**src/rtl/uart_burst_tx.sv**
```systemverilog
// Periodic UART burst transmitter with an integrated serializer.
// Every PERIOD_CYCLES clocks while en is high, sends MSG_LEN consecutive
// characters starting at START_CHAR. Frame format is set by DATA_BITS,
// PARITY (0 none, 1 odd, 2 even) and STOP_BITS.
// Optional build macro UART_BURST_CRLF_EN appends CR, LF to every burst.
module uart_burst_tx #(
    parameter int unsigned CLKS_PER_BIT  = 16,
    parameter int unsigned DATA_BITS     = 8,
    parameter int unsigned PARITY        = 0,
    parameter int unsigned STOP_BITS     = 1,
    parameter logic [7:0]  START_CHAR    = 8'h30,
    parameter int unsigned MSG_LEN       = 10,
    parameter int unsigned PERIOD_CYCLES = 8000
) (
    input  logic clk,
    input  logic rst_n,
    input  logic en,
    output logic tx,
    output logic busy,
    output logic byte_done,
    output logic burst_done,
    output logic overrun
);

    localparam int unsigned CntW = (PERIOD_CYCLES > 1) ? $clog2(PERIOD_CYCLES) : 1;
    localparam int unsigned ClkW = (CLKS_PER_BIT > 1) ? $clog2(CLKS_PER_BIT) : 1;

`ifdef UART_BURST_CRLF_EN
    localparam int unsigned NumFrames = MSG_LEN + 2;
    localparam logic [7:0]  CharCr    = 8'h0D;
    localparam logic [7:0]  CharLf    = 8'h0A;
`else
    localparam int unsigned NumFrames = MSG_LEN;
`endif

    localparam logic [8:0]      LastIdx = 9'(NumFrames - 1);
    localparam logic [CntW-1:0] PerMax  = CntW'(PERIOD_CYCLES - 1);
    localparam logic [ClkW-1:0] BitMax  = ClkW'(CLKS_PER_BIT - 1);
    localparam logic [2:0]      DataMax = 3'(DATA_BITS - 1);
    localparam logic [2:0]      StopMax = 3'(STOP_BITS - 1);

    typedef enum logic [2:0] {
        StIdle,
        StLoad,
        StStart,
        StData,
        StParity,
        StStop
    } state_e;

    // Period counter
    logic [CntW-1:0] cnt_q, cnt_d;
    logic            tick;

    // Serializer state
    state_e               state_q, state_d;
    logic [ClkW-1:0]      clk_cnt_q, clk_cnt_d;
    logic [2:0]           bit_cnt_q, bit_cnt_d;
    logic [DATA_BITS-1:0] shreg_q, shreg_d;
    logic                 par_q, par_d;
    logic [8:0]           idx_q, idx_d;
    logic                 bit_end;

    // Registered outputs
    logic tx_q, tx_d;
    logic busy_q, busy_d;
    logic byte_done_q, byte_done_d;
    logic burst_done_q, burst_done_d;
    logic overrun_q, overrun_d;

    // Character for the current frame index
    logic [7:0]           char_sum;
    logic [DATA_BITS-1:0] load_byte;

    // Period counter next state: held at zero while disabled, wraps at PERIOD_CYCLES-1
    always_comb begin
        tick  = en && (cnt_q == PerMax);
        cnt_d = cnt_q;
        if (!en) begin
            cnt_d = '0;
        end else if (cnt_q == PerMax) begin
            cnt_d = '0;
        end else begin
            cnt_d = cnt_q + 1'b1;
        end
    end

    // Period counter register
    always_ff @(posedge clk) begin
        if (!rst_n) begin
            cnt_q <= '0;
        end else begin
            cnt_q <= cnt_d;
        end
    end

    // Select the character for frame idx_q, truncated to the frame width
    always_comb begin
        char_sum  = START_CHAR + idx_q[7:0];
        load_byte = char_sum[DATA_BITS-1:0];
`ifdef UART_BURST_CRLF_EN
        if (idx_q == 9'(MSG_LEN)) begin
            load_byte = CharCr[DATA_BITS-1:0];
        end else if (idx_q == 9'(MSG_LEN + 1)) begin
            load_byte = CharLf[DATA_BITS-1:0];
        end
`endif
    end

    // FSM next state: frame sequencing, bit timing and burst indexing
    always_comb begin
        state_d   = state_q;
        clk_cnt_d = clk_cnt_q;
        bit_cnt_d = bit_cnt_q;
        shreg_d   = shreg_q;
        par_d     = par_q;
        idx_d     = idx_q;
        bit_end   = (clk_cnt_q == BitMax);

        unique case (state_q)
            StIdle: begin
                if (tick) begin
                    state_d = StLoad;
                end
            end
            StLoad: begin
                shreg_d   = load_byte;
                // Odd parity sets the bit when the data has an even ones count
                par_d     = (PARITY == 1) ? ~(^load_byte) : (^load_byte);
                clk_cnt_d = '0;
                bit_cnt_d = '0;
                state_d   = StStart;
            end
            StStart: begin
                if (bit_end) begin
                    clk_cnt_d = '0;
                    state_d   = StData;
                end else begin
                    clk_cnt_d = clk_cnt_q + 1'b1;
                end
            end
            StData: begin
                if (bit_end) begin
                    clk_cnt_d = '0;
                    shreg_d   = shreg_q >> 1;
                    if (bit_cnt_q == DataMax) begin
                        bit_cnt_d = '0;
                        state_d   = (PARITY != 0) ? StParity : StStop;
                    end else begin
                        bit_cnt_d = bit_cnt_q + 1'b1;
                    end
                end else begin
                    clk_cnt_d = clk_cnt_q + 1'b1;
                end
            end
            StParity: begin
                if (bit_end) begin
                    clk_cnt_d = '0;
                    state_d   = StStop;
                end else begin
                    clk_cnt_d = clk_cnt_q + 1'b1;
                end
            end
            StStop: begin
                if (bit_end) begin
                    clk_cnt_d = '0;
                    if (bit_cnt_q == StopMax) begin
                        bit_cnt_d = '0;
                        if (idx_q == LastIdx) begin
                            idx_d   = '0;
                            state_d = StIdle;
                        end else begin
                            idx_d   = idx_q + 9'd1;
                            state_d = StLoad;
                        end
                    end else begin
                        bit_cnt_d = bit_cnt_q + 1'b1;
                    end
                end else begin
                    clk_cnt_d = clk_cnt_q + 1'b1;
                end
            end
            default: begin
                state_d = StIdle;
            end
        endcase
    end

    // Output next state, derived from the upcoming FSM state so outputs can be registered
    always_comb begin
        unique case (state_d)
            StStart:  tx_d = 1'b0;
            StData:   tx_d = shreg_d[0];
            StParity: tx_d = par_d;
            default:  tx_d = 1'b1;
        endcase
        busy_d       = (state_d != StIdle);
        byte_done_d  = (state_d == StStop) && (clk_cnt_d == BitMax) && (bit_cnt_d == StopMax);
        burst_done_d = byte_done_d && (idx_d == LastIdx);
        overrun_d    = tick && (state_q != StIdle);
    end

    // FSM and registered outputs
    always_ff @(posedge clk) begin
        if (!rst_n) begin
            state_q      <= StIdle;
            clk_cnt_q    <= '0;
            bit_cnt_q    <= '0;
            shreg_q      <= '0;
            par_q        <= 1'b0;
            idx_q        <= '0;
            tx_q         <= 1'b1;
            busy_q       <= 1'b0;
            byte_done_q  <= 1'b0;
            burst_done_q <= 1'b0;
            overrun_q    <= 1'b0;
        end else begin
            state_q      <= state_d;
            clk_cnt_q    <= clk_cnt_d;
            bit_cnt_q    <= bit_cnt_d;
            shreg_q      <= shreg_d;
            par_q        <= par_d;
            idx_q        <= idx_d;
            tx_q         <= tx_d;
            busy_q       <= busy_d;
            byte_done_q  <= byte_done_d;
            burst_done_q <= burst_done_d;
            overrun_q    <= overrun_d;
        end
    end

    assign tx         = tx_q;
    assign busy       = busy_q;
    assign byte_done  = byte_done_q;
    assign burst_done = burst_done_q;
    assign overrun    = overrun_q;

endmodule

```
**config.mk**
```make
export PLATFORM = sky130hd
export DESIGN_NAME = uart_burst_tx
export DESIGN_NICKNAME = d
export VERILOG_FILES = /design/src/rtl/uart_burst_tx.sv
export SDC_FILE = /design/constraint.sdc
export NUM_CORES = 1
export LEC_CHECK = 0
export ABC_AREA = 1
export CORE_ASPECT_RATIO = 0.8
export CORE_MARGIN = 1.5
export CORE_UTILIZATION = 43
export DETAILED_ROUTE_END_ITERATION = 8
export GPL_TIMING_DRIVEN = 0
export HOLD_SLACK_MARGIN = 0.06
export SYNTH_ARGS = -nofsm -noshare
export SYNTH_HDL_FRONTEND = slang
export SYNTH_SLANG_ARGS = --single-unit
```
**constraint.sdc**
```tcl
create_clock -name clk -period 3.5 [get_ports clk]
set_input_delay 0.7 -clock clk [delete_from_list [all_inputs] [get_ports clk]]
set_output_delay 0.7 -clock clk [all_outputs]
set_load 0.005 [all_outputs]
```
# Word level (Yosys, flattened, before mapping)
# Cells that the tools add are included.
# word_totals
register_bits	46
input_bits	3
out_inout_bits	5
elab_cells	75
# classes
n_addsub	5
n_eq_ne	16
n_mux	24
bitwise_logic	2
n_reduce_logical	15
# op_table
operator	count
$mux 9	4
$mux 3	11
$eq 9x4->1 const B	2
$pmux 3 s6	1
$pmux 8 s2	1
$eq 3x3->1 const B	5
$add 13x1->13 const B	1
$eq 13x13->1 const B	1
$eq 3x2->1 const B	4
$add 9x1->9 const B	1
$logic_not 3->1	3
$pmux 3 s3	1
$add 6x8->8 const A	1
$eq 4x4->1 const B	2
$mux 8	1
$pmux 4 s2	1
$reduce_xor 8->1	1
$reduce_bool 3->1	2
$logic_and 1x1->1	5
$add 4x1->4 const B	1
$mux 4	1
$reduce_or 4->1	1
$add 3x1->3 const B	1
$eq 3x1->1 const B	1
7 further kinds	9

# Depth between registers and ports, before layout
# Gate-level depths: netlist (run 1).
# logic_depth
word_depth	9
ltp_mapped	15
ltp_nobuf	15

# Least setup slack after synthesis (run 1)
# OpenSTA, ideal clock, no wires.
# synth_path
path_type	reg2reg
start	register clk_cnt_q[0]
end	register burst_done_q, in the netlist burst_done
setup_ns	0.113
arrival_ns	1.445
t_required_ns	3.387
path_slack_ns	1.942
path_stages_with_launch	12
n_path_buf	0
period_less_slack_ns	1.558
cell_sequence	dfxtp_1 -> ha_1 -> nand2_2 -> nor2_4 -> nand2_1 -> nand2_1 -> nand2_1 -> nor2_2 -> nand2_2 -> and2_1 -> nand3_1 -> nor2_1
# synth_via
elab_chain_len	7
elab_cells_between_ends	21
classes_between	add/sub (1); eq/ne (4); mux (12); reduce/logical (4)
# synth_lines
item	line_no	source
start: declaration	57	logic [ClkW-1:0] clk_cnt_q, clk_cnt_d;
start signal: assignment	219	clk_cnt_q <= clk_cnt_d;
$add 4x1->4 or $eq 4x4->1 (tied branches)	n/a	
$mux 4 (tied with other cells)	n/a	
$pmux 4 s2 or $pmux 3 s6 (tied branches)	120	unique case (state_q)
$eq 4x4->1 or $eq 3x3->1 (tied branches)	198	byte_done_d = (state_d == StStop) && (clk_cnt_d == BitMax) && (bit_cnt_d == StopMax);
$logic_and 1x1->1 (2 in a row)	198	
$logic_and 1x1->1 (*)	199	burst_done_d = byte_done_d && (idx_d == LastIdx);
end signal: assignment	227	burst_done_q <= burst_done_d;
end: declaration	68	logic burst_done_q, burst_done_d;
# Mark *: on every way between the ends. The rest lies on a longest branch, timed or not.
# A chain may end at the register's enable or synchronous reset.

# Worst setup path in the final report (run 1)
# layout_path
start	input rst_n
end	register clk_cnt_q[1]
# layout_rtl
item	line_no	source
start: declaration	16	input logic rst_n,
# No word-level cell between the ends.

==> results of run 1 <==
sequential cells by signal, indices dropped and copies added, names as in the netlist:
| name | cells |
|---|---|
| par_q | 1 |
| burst_done | 1 |
| bit_cnt_q | 3 |
| cnt_q | 13 |
| byte_done | 1 |
| overrun | 1 |
| busy | 1 |
| state_q | 3 |
| idx_q | 9 |
| tx | 1 |
| clk_cnt_q | 4 |
| shreg_q | 8 |
layout by cell type, fill, tap and decap left out, drive strengths merged:
cell,instances
a211oi,2
nor2,64
nor3b,1
a31oi,3
clkdlybuf4s50,7
a22oi,5
clkbuf,6
or2,3
bufinv,1
ha,13
and2,1
nand3,35
o21a,1
a21boi,1
o21bai,1
xnor2,4
nor3,6
o22ai,1
clkinvlp,2
xor2,4
buf,5
dfxtp,46
o21ai,11
o211ai,1
nand4,2
inv,54
a21oi,16
nand2,112
cells by family after synthesis:
kind of cell / after synthesis
buffers and inverters: 60
AO/OA/AOI/OAI: 42
flip-flops: 46
XOR/XNOR: 8
adder cells (fa/ha/maj): 13
AND/OR/NAND/NOR: 224
worst max-delay path, delay by kind of cell:
| kind | cells | cell delay, ns |
|---|---|---|
| simple gates | 1 | 0.11 |
| buf+inv | 4 | 1.49 |
power groups by stage:
stage,registers [mW],logic (mW),clock network [mW]
final,0.525,0.0168,0.408
after floorplan,0.537,0.00933,0
after global routing,0.525,0.0186,0.441
after detailed placement,0.537,0.0167,0
after global placement,0.537,0.0168,0
after CTS,0.525,0.0167,0.420
metrics by stage:
| step | hold WS (ns) | std cells |
|---|---|---|
| 5_1_grt | 0.4747 | 489 |
| 6_report | 0.4496 | 489 |
| 3_5_place_dp | 0.4375 | 481 |
| 4_1_cts | 0.4550 | 489 |
| 3_3_place_gp | 0.4299 | 481 |
| 2_1_floorplan | 0.4175 | 393 |
worst max path at each step:
stage | cells past startpoint | endpoint | startpoint | slack [ns]
after floorplan | 11 | burst_done$_SDFF_PN0_ | clk_cnt_q[0]$_SDFF_PN0_ | 1.94
after global placement | 5 | idx_q[7]$_SDFF_PN0_ | rst_n | 1.06
after detailed placement | 5 | clk_cnt_q[1]$_SDFF_PN0_ | rst_n | 1.03
after CTS | 5 | clk_cnt_q[1]$_SDFF_PN0_ | rst_n | 1.37
after global routing | 5 | bit_cnt_q[2]$_SDFF_PN0_ | rst_n | 1.21
final | 5 | clk_cnt_q[1]$_SDFF_PN0_ | rst_n | 1.37
routing by layer:
| layer | track usage, % | wire length [um] |
|---|---|---|
| met1 | 25.77 | 2994 |
| met2 | 27.65 | 2243 |
| met3 | 3.958 | 301 |
| met4 | 6.349 | 89 |
| met5 | 0 | 0 |
synthesized netlist by cell type, types with 2 or more instances:
master	number	share of area (%)
a22oi_1	5	1.4
nand2_2	4	0.95
dfxtp_1	46	35
nand4_1	2	0.48
nand2_1	107	15
or2_2	2	0.48
a31oi_1	3	0.71
xnor2_1	4	1.3
nor3_1	6	1.1
nor2_1	58	8.3
nand3_1	32	6.1
o21ai_0	9	1.7
nand3_2	2	0.76
inv_1	51	7.3
ha_1	13	6.2
nor2_2	3	0.71
nor2_4	2	0.86
buf_2	3	0.57
a211oi_1	2	0.57
xor2_1	4	1.3
inv_2	3	0.43
a21oi_1	15	2.9
buf_1	2	0.29
area by class of cell:
cell class	instances	area share, %
buffer	6	0.9009
clock buffer	5	2.360
clock inverter	3	1.544
inverter	54	6.950
multi-input combinational	287	50.79
sequential	46	31.57
tap	81	3.475
timing repair buffer	7	2.402
==> metrics.yaml, run 1 <==
run_status:
  status: "finished, final reports clean"
floorplanning:
  die_h_um: 72.97
  io_pins: 8
  rows: 25
  coreArea_sq_mm: 0.005912
  start_util_pct: 44.51
  die_w_um: 90.46
  die-area_sq_mm: 0.006600
clock_network:
  cts_tree: "built"
  clock_latency_ns: 0.31
  htree_num_levels: 2
  postCtsSetupRepairBufs: 0
  cts_resized: 0
  clockBufferDepth: 2
  hold_buffers: 0
  cts_root_buffer: "clkbuf_8"
  numCtsBuffers: 5
  cts.reportedPaths.clkPinSlew_ns: 0.09
  clock-sinks: 46
detailed_routing:
  dr.pass1.iters: 4
  drc: 0
  wire_per_inst_um: 11.51
  detail-route-antenna-nets: 0
  wl_mm: 5.629
  post_drt_via_cell_ratio: 4.742
  vias: 2319
  drtIter0Drc: 161
hold_path:
  hold_depth: 1
  min_from: "cnt_q[0]$_SDFF_PP0_"
  min_path_type: "reg2reg"
  hold_path_end: "cnt_q[0]$_SDFF_PP0_"
setup_path:
  slowest_stage: "buf_1"
  cp.required_ns: 3.67
  critPathMaxFanout: 10
  ff2ff_setup_slack_ns: 1.65
  cp_slowest_stage_delay_ns: 0.53
  cp_cell_sequence: "clkdlybuf4s50_1 > inv_1 > buf_1 > buf_1 > nor2_1"
  crit_type: "in2reg"
  crit_path_frequent_cell: "buf_1"
  timing.rr.start: "clk_cnt_q[0]$_SDFF_PN0_"
  reg2reg_to: "burst_done$_SDFF_PN0_"
  start_kind: "input port"
  arrival_ns: 2.30
  reg2reg_depth: 12
  crit_path_end_kind: "flop"
synth:
  synth_area_sq_mm: 0.002631
  postSynthCellCount: 393
  yosysUniqueCellTypes: 38
  synth_compound_area_share_pct: 9.843
  synth_warnings: 0
  synth_top_family_by_area: "simple AND/OR/NAND/NOR gates"
  synth_ff_type: "dfxtp_1"
  synth_edf_count: 0
  synthMuxAreaShare_pct: 0
  synth-simple-area-share_pct: 37.61
  synth_fp_nets: 409
  synth_xor_area_share_pct: 2.663
  async_flop_share_pct: 0
  synth-seq-area-share_pct: 35.00
  ys_ff_latch: 46
  synth_adder_area_share_pct: 6.182
  synth.avg_cell_area_sq_um: 6.695
timing:
  final_max_slew_viol_count: 0
  fmax_mhz: 469.2
  clock_skew_ns: 0.009385
  worst_pin_slew_ns: 0.6089
  slew_headroom_pct: 59.41
  fin_crit_ns: 2.131
  fin_crit_sh_pct: 60.90
  final_hold_viol_count: 0
  setup_viol: 0
  fin_tns_setup_ns: 0
  setup_slack_ns: 1.369
  rsz0062_at_grt: "no"
finish:
  diodes: 0
  num-fill-cells: 595
  layout-drive-gt1-share_pct: 8.333
  fin_util_pct: 49.33
  multi_input_area_sq_mm: 0.001481
  final_cell_area_sq_mm: 0.002917
  nets: 423
  register_area_sq_um: 920.9
  areaGrowthSynthToFinish_pct: 10.84
power:
  p_switching_uw: 208.5
  swShare_pct: 21.95
  internal-power_uw: 741.4
  pwr-share-seq_pct: 55.2
  pwr-share-comb_pct: 1.8
  p_leak_nw: 1.297
  ir_drop_uv: 175.9
  p_per_area_mw_per_mm2: 325.7
  p_total_uw: 950.0
  power_frac_clock_pct: 43.0
global_routing:
  grt_overflow: 0
  grt_pass1_wl_mm: 9.432
  grt_pass1_vias: 2059
  grt_max_degree: 16
  grt_usage_pct: 18.28
  grt_antenna_before_repair: 0
flow_run:
  cap_violations: 0
placement:
  port_buffers: 7
  dp_hpwl_mm: 4.304
  place_area_sq_mm: 0.002803
  dp_slack_ns: 1.034
  gp_congestion: 0.8244
Power figures use the tool's default switching activity.
==> run 2, diff against run 1 <==
- clock period: 3.5 -> 2.1 ns (I/O delays scaled with it)
==> results of run 2 <==
Same layout as run 1 (identical final DEF). Status: finished, final reports clean.
Among the figures that moved: setup slack after placement 1.034 ns -> -0.08602 ns; setup slack after layout 1.369 ns -> 0.2487 ns; register-to-register setup slack 1.65 ns -> 0.25 ns; total power 0.9500 mW -> 1.583 mW; worst IR drop on VDD 175.9 uV -> 293.1 uV
==> run 3, diff against run 2 <==
- CTS_CLUSTER_DIAMETER: unset -> 120
==> results of run 3 <==
Same layout as run 1 (identical final DEF). Status: finished, final reports clean.
Among the figures that moved: setup slack after placement 1.034 ns -> -0.08602 ns; setup slack after layout 1.369 ns -> 0.2487 ns; register-to-register setup slack 1.65 ns -> 0.25 ns; total power 0.9500 mW -> 1.583 mW; worst IR drop on VDD 175.9 uV -> 293.1 uV
